File: src/rtl/cp0_exc_ctrl.sv
// MIPS coprocessor-0 exception/interrupt control: SR, Cause, EPC, PRId and interrupt request.
// Optional Count/Compare timer enabled by defining CP0_TIMER_EN.
module cp0_exc_ctrl #(
   parameter int          NUM_HWINT  = 6,
   parameter logic [31:0] PRID_VALUE = 32'h0000_5500,
   parameter int          EPC_ALIGN  = 1
) (
   input  logic                 clk,
   input  logic                 reset,
   input  logic [4:0]           rd_addr,
   output logic [31:0]          rd_data,
   input  logic                 wr_en,
   input  logic [4:0]           wr_addr,
   input  logic [31:0]          wr_data,
   input  logic [NUM_HWINT-1:0] hwint,
   input  logic                 exc_req,
   input  logic [4:0]           exc_code,
   input  logic [31:0]          exc_pc,
   input  logic                 exc_bd,
   input  logic                 eret,
   output logic                 intr,
   output logic [31:0]          epc_out,
   output logic                 exl_out
);

   localparam logic [4:0] REG_COUNT   = 5'd9;
   localparam logic [4:0] REG_COMPARE = 5'd11;
   localparam logic [4:0] REG_SR      = 5'd12;
   localparam logic [4:0] REG_CAUSE   = 5'd13;
   localparam logic [4:0] REG_EPC     = 5'd14;
   localparam logic [4:0] REG_PRID    = 5'd15;

   localparam logic [5:0] HW_MASK = 6'((7'd1 << NUM_HWINT) - 7'd1);
`ifdef CP0_TIMER_EN
   // IM[15] must stay writable so the timer interrupt can be unmasked.
   localparam logic [5:0] IM_MASK = HW_MASK | 6'b10_0000;
`else
   localparam logic [5:0] IM_MASK = HW_MASK;
`endif

   logic [5:0]  im_q, im_d;
   logic        ie_q, ie_d;
   logic        exl_q, exl_d;
   logic [5:0]  ip_q, ip_d;
   logic        bd_q, bd_d;
   logic [4:0]  code_q, code_d;
   logic [31:0] epc_q, epc_d;
   logic        ti_q;
   logic [5:0]  ip_eff;
   logic [31:0] sr_rd, cause_rd, epc_capture;

`ifdef CP0_TIMER_EN
   logic [31:0] count_q, count_d;
   logic [31:0] compare_q, compare_d;
   logic        ti_d;
`else
   assign ti_q = 1'b0;
`endif

   assign epc_capture = (EPC_ALIGN != 0) ? {exc_pc[31:2], 2'b00} : exc_pc;

   always_comb begin
      ip_d   = 6'(hwint);
      im_d   = im_q;
      ie_d   = ie_q;
      exl_d  = exl_q;
      epc_d  = epc_q;
      bd_d   = bd_q;
      code_d = code_q;
`ifdef CP0_TIMER_EN
      count_d   = count_q + 32'd1;
      compare_d = compare_q;
      ti_d      = ti_q;
      if ((count_q == compare_q) && (compare_q != 32'd0))
         ti_d = 1'b1;
`endif
      // MTC0 first; eret and exception entry then override in priority order.
      if (wr_en) begin
         case (wr_addr)
            REG_SR: begin
               im_d  = wr_data[15:10] & IM_MASK;
               exl_d = wr_data[1];
               ie_d  = wr_data[0];
            end
            REG_EPC: epc_d = wr_data;
`ifdef CP0_TIMER_EN
            REG_COUNT: count_d = wr_data;
            REG_COMPARE: begin
               compare_d = wr_data;
               ti_d      = 1'b0;
            end
`endif
            default: ;
         endcase
      end
      if (eret)
         exl_d = 1'b0;
      if (exc_req) begin
         code_d = exc_code;
         exl_d  = 1'b1;
         if (!exl_q) begin
            epc_d = epc_capture;
            bd_d  = exc_bd;
         end
      end
   end

   always_ff @(posedge clk or posedge reset) begin
      if (reset) begin
         im_q   <= '0;
         ie_q   <= 1'b0;
         exl_q  <= 1'b0;
         ip_q   <= '0;
         bd_q   <= 1'b0;
         code_q <= '0;
         epc_q  <= '0;
      end else begin
         im_q   <= im_d;
         ie_q   <= ie_d;
         exl_q  <= exl_d;
         ip_q   <= ip_d;
         bd_q   <= bd_d;
         code_q <= code_d;
         epc_q  <= epc_d;
      end
   end

`ifdef CP0_TIMER_EN
   always_ff @(posedge clk or posedge reset) begin
      if (reset) begin
         count_q   <= '0;
         compare_q <= '0;
         ti_q      <= 1'b0;
      end else begin
         count_q   <= count_d;
         compare_q <= compare_d;
         ti_q      <= ti_d;
      end
   end
`endif

   assign ip_eff   = {ip_q[5] | ti_q, ip_q[4:0]};
   assign sr_rd    = {16'h0000, im_q, 8'h00, exl_q, ie_q};
   assign cause_rd = {bd_q, ti_q, 14'h0000, ip_eff, 3'b000, code_q, 2'b00};

   always_comb begin
      rd_data = 32'h0000_0000;
      case (rd_addr)
         REG_SR:    rd_data = sr_rd;
         REG_CAUSE: rd_data = cause_rd;
         REG_EPC:   rd_data = epc_q;
         REG_PRID:  rd_data = PRID_VALUE;
`ifdef CP0_TIMER_EN
         REG_COUNT:   rd_data = count_q;
         REG_COMPARE: rd_data = compare_q;
`endif
         default: ;
      endcase
   end

   assign intr    = (|(ip_eff & im_q)) & ie_q & ~exl_q;
   assign epc_out = epc_q;
   assign exl_out = exl_q;

endmodule

File: config.mk
export PLATFORM = sky130hd
export DESIGN_NAME = cp0_exc_ctrl
export DESIGN_NICKNAME = d
export VERILOG_FILES = /design/src/rtl/cp0_exc_ctrl.sv
export SDC_FILE = /design/constraint.sdc
export NUM_CORES = 1
export LEC_CHECK = 0
export ABC_AREA = 1
export CAP_MARGIN = 10
export CELL_PAD_IN_SITES_DETAIL_PLACEMENT = 0
export CELL_PAD_IN_SITES_GLOBAL_PLACEMENT = 1
export CORE_MARGIN = 5
export CORE_UTILIZATION = 27
export DETAILED_ROUTE_END_ITERATION = 8
export GPL_TIMING_DRIVEN = 0
export PLACE_DENSITY = 0.92
export SETUP_SLACK_MARGIN = 0.15
export SLEW_MARGIN = 20
export SYNTH_ARGS = -nofsm -noshare
export SYNTH_HDL_FRONTEND = slang
export SYNTH_SLANG_ARGS = --single-unit
File: constraint.sdc
create_clock -name clk -period 2 [get_ports clk]
set_input_delay 0.6 -clock clk [delete_from_list [all_inputs] [get_ports clk]]
set_output_delay 0.6 -clock clk [all_outputs]
set_load 0.02 [all_outputs]
==> impl_metrics.toml, run 1 <==
[timing]
rsz0062_at_grt = "yes"
slew_headroom_pct = 76.7
finalHoldViolations = 0
finalCritPeriodShare_pct = 106
fin_setup_tns_ns = -1.80
skew_ns = 0.00649
finalCriticalPeriod_ns = 2.13
setup_ws_ns = -0.128
worst_pin_slew_ns = 0.348
slew_violations = 0
fmax_mhz = 470
finalSetupViolCount = 28

[cells_and_area]
drive_gt1_share_pct = 25.0
fill_cells = 1085
area_growth_syn_to_layout_pct = 84.3
utilization_pct = 51.1
nets = 693
diodes = 0

[grt]
grt_antenna_before_repair = 0
gr-usage-all-layers_pct = 17.7
grt_overflow = 0
grt_max_degree = 22
first_global_vias = 3538
grt_pass1_wl_mm = 18.3

[clock_tree]
cts_sinks = 52
clockBufferDepth = 2
cts_hold_buf = 0
htreeDepth = 2
root_buffer = "clkbuf_16"
tritoncts = "yes"
clk_latency_ns = 0.30
numCtsBuffers = 5
path_clk_slew_ns = 0.07

[setup_path]
slowest_stage = "buf_6"
cp.buffers_inverters = 4
worstPathCellList = "buf_6 > nand2_4 > buf_4 > nor2_4 > buf_6 > nand3_1 > o211ai_4 > buf_6"
r2r_start = "exl_out"
crit_arrival_ns = 1.53
crit_start = "rd_addr[2]"
worst-path-max-fanout = 10
max_stage_delay_ns = 0.15
crit_family = "buffers and inverters"
crit_type = "in -> out"
required_ns = 1.40
path_common_cell = "buf_6"
end_kind = "output pin"
cp-start-kind = "input pin"

[die]
die_y_um = 116
die_area_um2 = 13500
die_x_um = 116
start_util_pct = 27.7
pin_count = 157
core_um2 = 10900
core.rowCount = 38

[placed_design]
dp_hpwl_mm = 8.99
io_buffers = 154
place.gp.congestion = 0.772

[synthesis]
syn_area_um2 = 3030
synth.top_cell.area_share_pct = 42.9
yosysMostFrequentCell = "nand2_1"
ys_warn_count = 0
syn_inst = 420
ys_seq_area_share_pct = 42.9
async_flop_share_pct = 100
netlist_top_cells_count = "122 x nand2_1, 78 x nand3_1, 74 x inv_1"
synth_area_leader_cell = "dfrtp_1"
synth_edf_count = 0
synth_flop_cell = "dfrtp_1"
syn_area_per_cell_um2 = 7.22
synth_nets = 511
synth_top_cells_by_area = "dfrtp_1 43%, nand2_1 15%, nand3_1 13%"
synth_seq_cells = 52
synth.distinct_cells = 23

[route]
via_per_inst = 4.55
drt_iter0_drc = 163
vias = 3382
drc = 0
wl_per_cell_um = 16.1
antenna_left = 0
dr.pass1.iters = 4
wirelength_mm = 11.9

[run_status]
status = "finished, violations left"
violations = "negative setup slack"

[power_and_ir_drop]
peakVddDrop_mv = 0.353
powerDensity_nw_per_um2 = 622
power.leakage_uw = 0.00280

[hold_path]
hold_path.class = "reg -> reg"
min_from = "bd_q"

[run]
maxCapViolations = 0
-- where the power goes --
group / internal [µW] / switching (µW) / total (µW)
Clock: 469 / 411 / 880
Sequential: 1220 / 100 / 1320
Combinational: 544 / 730 / 1270
Total: 2240 / 1240 / 3480
-- placed cells by master (no fill, tap or decap), types with 2 or more instances in the layout --
cell type,instances
inv_2,3
nor2_4,22
o21ai_0,6
buf_16,5
buf_2,10
nand2_2,3
a21oi_1,2
buf_6,39
clkdlybuf4s50_1,83
clkbuf_4,2
nand2_4,2
nor2_1,8
o22ai_4,4
nand3_2,8
dfrtp_1,52
o21bai_1,2
nand3_1,71
buf_12,4
o211ai_1,3
dlygate4sd2_1,33
clkbuf_16,7
inv_1,73
nand2_1,117
o211ai_4,6
buf_4,16
o21ai_2,9
-- timing repair --
action / 4_1_cts / 5_1_grt
cloned: 2 / 1
setup buffers: 9 / 7
endpoints found under the setup margin: 66 / 47
pin swaps: 10 / 9
resized for setup: 305 / 12
-- routing by layer --
metal  vias to the layer above  share of wire, %  track usage (%)
li1                       1663                 -                -
met1                      1589                41             21.8
met2                       114                50             31.0
met3                        16               6.8             4.54
met4                         0               1.9             4.10
met5                         -                 0                0
-- cell type report --
type	instances	area (µm²)	share of cell area, %
buffer	22	218	3.89
clock buffer	5	125	2.24
clock inverter	3	22.5	0.403
inverter	78	299	5.35
multi-input combinational	268	1630	29.2
sequential	52	1300	23.3
tap	140	175	3.13
timing repair buffer	175	1820	32.5
-- sequential cells by signal, summed over array words and instances (netlist names) --
signal	cells
bd_q	1
code_q	5
epc_out	32
exl_out	1
ie_q	1
im_q	6
ip_eff	6
-- path summary, 6_finish.rpt --
check                      cells past startpoint          end  slack, ns
min reg2reg                                    2         bd_q       0.49
min in group asynchronous                      2    ip_eff[2]       0.63
max in group asynchronous                      4   epc_out[7]       0.78
max                                            8  rd_data[12]      -0.13
max reg2reg                                    5  epc_out[22]       0.74
min                                            2         bd_q       0.49
-- cells by family (layout without fill, tap and decap cells) --
logic type	count (synthesis)	count (layout)	synth area share [%]
and+or+nand+nor	234	234	34.1
buffers and inverters	100	283	14.4
DFF	52	52	42.9
AOI/OAI and AO/OA	34	34	8.58
-- worst register-to-register path, stage by stage (launching register included) --
cell and delay [ns]:
dfrtp_1 0.48, nor2_4 0.23, inv_2 0.07, buf_2 0.20, nand3_1 0.12, nand2_1 0.06
-- per-stage QoR --
step	hold WS (ns)	power, µW	instances	setup slack (ns)	instance area, µm²
after floorplan	0.443	1950	420	0.114	3180
after global placement	0.468	2550	714	-1.17	4900
after detailed placement	0.477	2590	716	-1.19	4950
after CTS	0.494	3480	735	-0.128	5470
after global routing	0.544	3690	743	-0.188	5590
final	0.489	3480	743	-0.128	5590
Note: power is estimated with default switching activity, not from simulation.
==> run 2, diff against run 1 <==
CORE_UTILIZATION = 29   (was 27)
PLACE_DENSITY = 0.95   (was 0.92)
clock period = 2.68 ns   (was 2 ns; I/O delays follow)
==> run 2 against run 1 <==
The run now ends clean. Clock power fell by 45%. Combinational power is 28% lower. Global-route usage decreased by 0.091 points. Hold slack better by 0.023 ns. Critical path depth decreased by 1.
==> impl_metrics.toml, run 2 (synthesized netlist as in run 1, its figures left out) <==
[timing]
setup_ws_ns = 0.158
holdWs_ns = 0.513
worst_pin_slew_ns = 0.679
finalSetupViolCount = 0
skew_ns = 0.00326
finalHoldViolations = 0
slew_violations = 0
fin_setup_tns_ns = 0
finalCritPeriodShare_pct = 94.1
rsz0062_at_grt = "yes"
slew_headroom_pct = 54.7
finalCriticalPeriod_ns = 2.52
fmax_mhz = 396

[route]
via_per_inst = 4.55
wirelength_mm = 11.3
dr.pass1.iters = 4
wl_per_cell_um = 15.6
drt_iter0_drc = 98
vias = 3301
antenna_left = 0
drc = 0

[cells_and_area]
fill_cells = 1037
largest_reg_flops = 32
drive_gt1_share_pct = 18.3
layout.cells.non_filler = 725
design_area_um2 = 5050
mostFrequentLayoutCells = "120 x nand2_1, 116 x clkdlybuf4s50_1, 78 x nand3_1"
final_common_cell = "nand2_1"
area_growth_syn_to_layout_pct = 66.6
diodes = 0
nets = 679

[clock_tree]
path_clk_slew_ns = 0.09
clockBufferDepth = 2
root_buffer = "clkbuf_8"
clk_latency_ns = 0.31
cts_sinks = 52
htreeDepth = 2
numCtsBuffers = 5
tritoncts = "yes"

[run]
maxCapViolations = 0

[power_and_ir_drop]
powerDensity_nw_per_um2 = 472
peakVddDrop_mv = 0.203
power.leakage_uw = 0.00258

[placed_design]
place_inst = 710
postPlaceCellArea_um2 = 4750
io_buffers = 154
dp_hpwl_mm = 8.44
dp_worst_setup_slack_ns = -0.906
place.gp.congestion = 0.848

[setup_path]
slowest_stage = "o22ai_4"
worstPathCellList = "buf_8 > nand2_8 > nor2_4 > nand2_8 > buf_12 > o22ai_4 > buf_6"
path_common_cell = "nand2_8"
end_kind = "output pin"
crit_type = "in -> out"
required_ns = 1.88
cp-start-kind = "input pin"
crit_arrival_ns = 1.72
worst-path-max-fanout = 5
max_stage_delay_ns = 0.18

[die]
core.rowCount = 37
die_y_um = 112
start_util_pct = 29.5
die_x_um = 112
pin_count = 157
die_area_um2 = 12600
core_um2 = 10300

[grt]
grt_max_degree = 53
gr-usage-all-layers_pct = 17.6
first_global_vias = 3371
grt_antenna_before_repair = 0
grt_overflow = 0
grt_pass1_wl_mm = 17.7

[hold_path]
hold_path.class = "reg -> reg"

[run_status]
status = "completed"
## run 2: worst paths after layout
kind                            start           to  slack, ns  depth (start not counted)
max                        rd_addr[3]   rd_data[6]       0.16                          7
min                              bd_q         bd_q       0.51                          2
min reg2reg                      bd_q         bd_q       0.51                          2
min in group asynchronous       reset  epc_out[19]       0.95                          2
max reg2reg                   exl_out  epc_out[29]       1.24                          4
max in group asynchronous       reset   epc_out[4]       1.29                          2
## run 2: stage by stage
stage	power [µW]	utilization [%]
6_report	2390	49.2
5_1_grt	2520	49.2
4_1_cts	2400	48.5
3_5_place_dp	1880	46.2
3_3_place_gp	1860	46.2
2_1_floorplan	1430	-
## run 2: cell type report
type / instances / area, µm² / area share (%)
Sequential cell: 52 / 1300 / 25.8
Clock buffer: 8 / 90.1 / 1.78
Buffer: 22 / 184 / 3.64
Inverter: 78 / 298 / 5.89
Timing Repair Buffer: 161 / 1590 / 31.4
Multi-Input combinational cell: 268 / 1420 / 28.1
Tap cell: 136 / 170 / 3.37
## run 2: timing repair
| item | CTS | global route |
|---|---|---|
| cloned | 2 | 0 |
| setup endpoints to repair | 32 | 27 |
| hold buffers | 0 | 0 |
| pin swaps | 8 | 5 |
| gates resized for setup | 205 | 18 |
| setup buffers | 5 | 0 |
## run 2: routing by layer
| metal | vias up | wire, µm | global-route usage (%) |
|---|---|---|---|
| li1 | 1635 | - | - |
| met2 | 106 | 5830 | 30.6 |
| met3 | 17 | 579 | 3.99 |
| met1 | 1543 | 4690 | 21.7 |
| met5 | - | 0 | 0 |
| met4 | 0 | 249 | 5.29 |
## run 2: where the power goes
part	switching, µW	internal (µW)
combinational	483	428
clock	269	212
sequential	81.1	912
total	833	1550
## run 2: critical path, delay by kind of cell
kind,cells,cell delay (ns)
AOI/OAI and AO/OA,1,0.18
buffers and inverters,3,0.38
and+or+nand+nor,3,0.34
